===== src/rtl/ula.sv =====
// ula: 6-bit 16-operation ALU with registered result, overflow and zero flags
module ula (
    input  logic       Clk,
    input  logic       Reset,
    input  logic [5:0] A,
    input  logic [5:0] B,
    input  logic [3:0] Sel,
    output logic [5:0] O,
    output logic       Overflow,
    output logic       Zero
);
    logic [5:0] res;
    logic       ov;
    always_comb begin
        res = '0;
        ov  = 1'b0;
        case (Sel)
            4'h0: begin
                res = A + B;
                ov  = (A[5] == B[5]) && (res[5] != A[5]);
            end
            4'h1: begin
                res = A - B;
                ov  = (A[5] != B[5]) && (res[5] != A[5]);
            end
            4'h2: res = A & B;
            4'h3: res = A | B;
            4'h4: res = A ^ B;
            4'h5: res = ~A;
            4'h6: res = ~(A & B);
            4'h7: res = ~(A | B);
            4'h8: res = ~(A ^ B);
            4'h9: begin
                res = {A[4:0], 1'b0};
                ov  = A[5];
            end
            4'hA: res = {1'b0, A[5:1]};
            4'hB: res = {A[5], A[5:1]};
            4'hC: begin
                res = A + 6'd1;
                ov  = (A == 6'b011111);
            end
            4'hD: begin
                res = A - 6'd1;
                ov  = (A == 6'b100000);
            end
            4'hE: res = {5'b0, $signed(A) < $signed(B)};
            default: begin
                res = -A;
                ov  = (A == 6'b100000);
            end
        endcase
    end
    always_ff @(posedge Clk) begin
        if (Reset) begin
            O        <= '0;
            Overflow <= 1'b0;
            Zero     <= 1'b1;
        end else begin
            O        <= res;
            Overflow <= ov;
            Zero     <= (res == 6'd0);
        end
    end
endmodule


===== config.mk =====
export PLATFORM = sky130hd
export DESIGN_NAME = ula
export DESIGN_NICKNAME = d
export VERILOG_FILES = /design/src/rtl/ula.sv
export SDC_FILE = /design/constraint.sdc
export NUM_CORES = 1
export LEC_CHECK = 0
export BUFFER_PORTS_ARGS = -buffer_cell sky130_fd_sc_hd__buf_2
export CAP_MARGIN = 20
export CELL_PAD_IN_SITES_DETAIL_PLACEMENT = 0
export CELL_PAD_IN_SITES_GLOBAL_PLACEMENT = 1
export CORE_ASPECT_RATIO = 1.2
export CORE_UTILIZATION = 38
export DETAILED_ROUTE_END_ITERATION = 10
export GPL_ROUTABILITY_DRIVEN = 0
export PLACE_DENSITY_LB_ADDON = 0.1
export SLEW_MARGIN = 10
export SYNTH_ARGS = -nofsm -noshare
export SYNTH_HDL_FRONTEND = slang
export SYNTH_SLANG_ARGS = --single-unit

===== constraint.sdc =====
create_clock -name Clk -period 4.6 [get_ports Clk]
set_clock_uncertainty 0.15 [all_clocks]
set_input_delay 0.46 -clock Clk [delete_from_list [all_inputs] [get_ports Clk]]
set_output_delay 0.46 -clock Clk [all_outputs]
set_load 0.005 [all_outputs]

==> metrics list <==
- Counting every net in the synthesized netlist gives 308.
- Largest incremental delay on the critical path: 510 ps
* Die width: 66.9 µm
- Static leakage power: 0.866 nW
- Sw Ratio: 0.408
- The startpoint identified for the worst hold timing path is Reset.
* Depth of the worst hold-timing path: 2
- Fraction of final layout cells with drive strength greater than 1: 0.155
- TritonCTS built the clock tree.
- Once detailed placement completed, the half-perimeter wirelength came to 4490 µm.
- Final sum of negative setup slack: 0 ps
- The die covers 5340 µm².
- H-tree depth: 1
- The net count of the finished layout is 321.
- Final period util: 0.676
* Area of the core: 4730 µm²
* Max FO, Critical Path: 33
- After the first detailed-routing iteration, the DRC count stood at 79.
- The tool flagged a number of max-cap violations equal to 0.
- The count of buffers added on input and output ports is 25.
- Number of gates given a new drive strength after cts: 0
- The critical path is of the primary input to flip-flop type.
- The cell area that synthesis handed to floorplanning was 1920 µm².
- The signal on the critical path passes through buf_2 > nand2_1 > nor2_4 > xnor2_1 > ha_1 > or4_1 > mux2i_1 > xnor2_1 > nor3_2 > o41ai_2 > a41o_1.
- Wire length of the first global-routing pass: 9420 µm
- Final worst path period need: 3110 ps
* RSZ-0062 raised after global routing: no
- Clock tree synthesis inserted a total of 3 buffers.
- Number of antenna-violating nets in the routed design: 0
- Run status: complete, no violations
- Worst ir drop on vdd: 0.0681 mV
- Compared with the post-synthesis result, the final layout area differs by 7.11%.
* Ant. Diodes: 0
- The largest individual stage delay along the critical path comes from the cell sky130_fd_sc_hd__buf_2.
- Ys async rst share: 0
- In this design, the critical path's most frequently occurring cell is sky130_fd_sc_hd__xnor2_1.
- Post-synthesis sequential area ratio: 0.0834
* Number of library cell types mapped by synthesis: 65
- After detailed routing, the average wire length per cell comes to 17.6 µm.
* Post-CTS Setup Bufs: 0
* I/O Pins: 26
- After synthesis, the mean cell area works out to 7.19 µm².
* Overall overflow remaining after global route: 0
- In this run the worst setup path begins at Sel[2].
- The total count of hold-check failures in the final report was 0.
- For this run, design rule violations remaining after detail routing come to 0.
* Relative max-transition margin: 0.561
- Routed vias: 1950
- Leading register cell type out of synthesis: sky130_fd_sc_hd__dfxtp_1
- Number of sinks driven by the clock tree: 8
- Clock network fraction of total power: 0.224
- Post-synthesis sequential element count: 8
* Count of flip-flops with a built-in enable after synthesis: 0
* Standard-cell rows: 27
- Yosys printed 0 warnings.
- After clock tree synthesis, the clock-pin slew on the worst setup and hold paths is 40 ps.
- Max Clk Rate: 322 MHz
- CP endpoint kind: flip-flop
- Synthesis handed over a netlist of 267 instances.
* Crit start category: primary input
- The tree is rooted in a sky130_fd_sc_hd__clkbuf_8.
- Most frequent cells in the layout: sky130_fd_sc_hd__nor2_1, sky130_fd_sc_hd__buf_2, sky130_fd_sc_hd__inv_1, sky130_fd_sc_hd__ha_1, sky130_fd_sc_hd__nand2_1
- Switching pwr: 0.145 mW
* Max Transition Viols Final: 0
- The tightest min-delay check is of the primary input to flip-flop type.
- The number of global-route vias before repair came to 1786.
* Worst path arrival time: 3120 ps
* Slew of the pin with the lowest slew margin: 658 ps
- Hold repair after CTS inserted 0 buffers.
- Using the TritonRoute via totals, the vias-per-cell ratio works out to 5.80.
* Initial Utilization: 0.406
- Total power of the final layout: 0.355 mW
- Antenna violations before repair: 0
- For hold timing, the worst endpoint is O[5].
- Sequential share of power: 0.217
- STA puts the critical path data required time at 4610 ps.
* Number of detailed-route iterations in the first pass: 4
- The share of total power dissipated in combinational logic is 0.559.
- GRT Util Overall: 0.232
* Power per standard cell area: 173 nW/µm²
- DIE HEIGHT: 79.9 µm
- Setup violations remaining at the end of the flow were counted as 0.
- The longest clock path from root to sink contains 2 buffers.
* Maximum number of pins on one net before global-route repair: 34
- Summed over all layers, the routed wires come to 5910 µm.
- Cell internal power was estimated by the tool at 0.210 mW.
-- metal layers --
layer / track usage / part of all wire
met5: 0 / 0
met2: 0.402 / 0.48
met1: 0.297 / 0.45
met3: 0.00429 / 0.040
met4: 0.0915 / 0.030
-- worst max-delay path: cells and delay by family --
family	cells	cell delay (ps)
muxes	1	180
adders and majority gates	1	220
xor gates and xnor gates	2	240
and+or+nand+nor	4	1020
AOI/OAI and AO/OA	2	470
buffers and inverters	1	510
-- logic make-up after synthesis --
logic type,after synthesis,share of synthesized area
and+or+nand+nor,100,0.272
AOI/OAI and AO/OA,72,0.268
buffers and inverters,40,0.0984
adders and majority gates,23,0.158
xor gates and xnor gates,17,0.0776
DFF,8,0.0834
muxes,7,0.0430
-- cells in the mapped netlist, types with 3 or more instances --
cell,count,area (µm²)
sky130_fd_sc_hd__nor2b_1,6,37.5
sky130_fd_sc_hd__a31oi_1,3,18.8
sky130_fd_sc_hd__inv_1,21,78.8
sky130_fd_sc_hd__ha_1,21,263
sky130_fd_sc_hd__nor3_1,8,40.0
sky130_fd_sc_hd__a21oi_1,13,65.1
sky130_fd_sc_hd__nand3_1,14,70.1
sky130_fd_sc_hd__clkbuf_1,3,11.3
sky130_fd_sc_hd__buf_6,3,33.8
sky130_fd_sc_hd__a22oi_1,3,22.5
sky130_fd_sc_hd__nand2b_1,4,25.0
sky130_fd_sc_hd__o31ai_1,3,22.5
sky130_fd_sc_hd__o22ai_1,5,31.3
sky130_fd_sc_hd__buf_2,10,50.1
sky130_fd_sc_hd__and2_1,4,25.0
sky130_fd_sc_hd__nor2_1,25,93.8
sky130_fd_sc_hd__o211ai_1,3,22.5
sky130_fd_sc_hd__dfxtp_1,8,160
sky130_fd_sc_hd__nand2_1,20,75.1
sky130_fd_sc_hd__xnor2_1,15,131
sky130_fd_sc_hd__o21ai_0,11,55.1
sky130_fd_sc_hd__mux2i_1,6,60.1
sky130_fd_sc_hd__a211oi_1,3,22.5
-- sequential cells by signal (all words and copies together) (netlist names) --
| register | count |
|---|---|
| O | 6 |
| Zero | 1 |
| Overflow | 1 |
-- layout make-up --
class / instances / area, µm²
Sequential cell: 8 / 160
Inverter: 23 / 86.3
Fill cell: 526 / 2670
Clock buffer: 3 / 41.3
Tap cell: 58 / 72.6
Timing Repair Buffer: 25 / 125
Multi-Input combinational cell: 219 / 1570
-- worst max path at each step --
stage                end  slack (ps)  cells after the start
floorplan           Zero        1970                     11
global placement    Zero        1320                     10
detailed placement  Zero        1320                     11
CTS                 Zero        1530                     11
global route        Zero        1320                     11
finish              Zero        1490                     11
-- power by group through the flow --
stage | registers [mW] | clock network (mW) | logic [mW]
2_1_floorplan | 0.0797 | 0 | 0.141
3_3_place_gp | 0.0784 | 0 | 0.198
3_5_place_dp | 0.0783 | 0 | 0.196
4_1_cts | 0.0773 | 0.0826 | 0.197
5_1_grt | 0.0781 | 0.0856 | 0.218
6_report | 0.0771 | 0.0797 | 0.198
-- per-stage QoR --
stage	hold slack, ps	setup WS [ps]	instance area (µm²)	std cells	util
after global placement	543	1320	2010	333	0.426
after CTS	316	1530	2060	336	0.435
after detailed placement	551	1320	2010	333	0.426
after floorplan	382	1970	1920	267	-
after global routing	325	1320	2060	336	0.435
final	316	1490	2060	336	0.435
(Power assumes the default switching activity.)
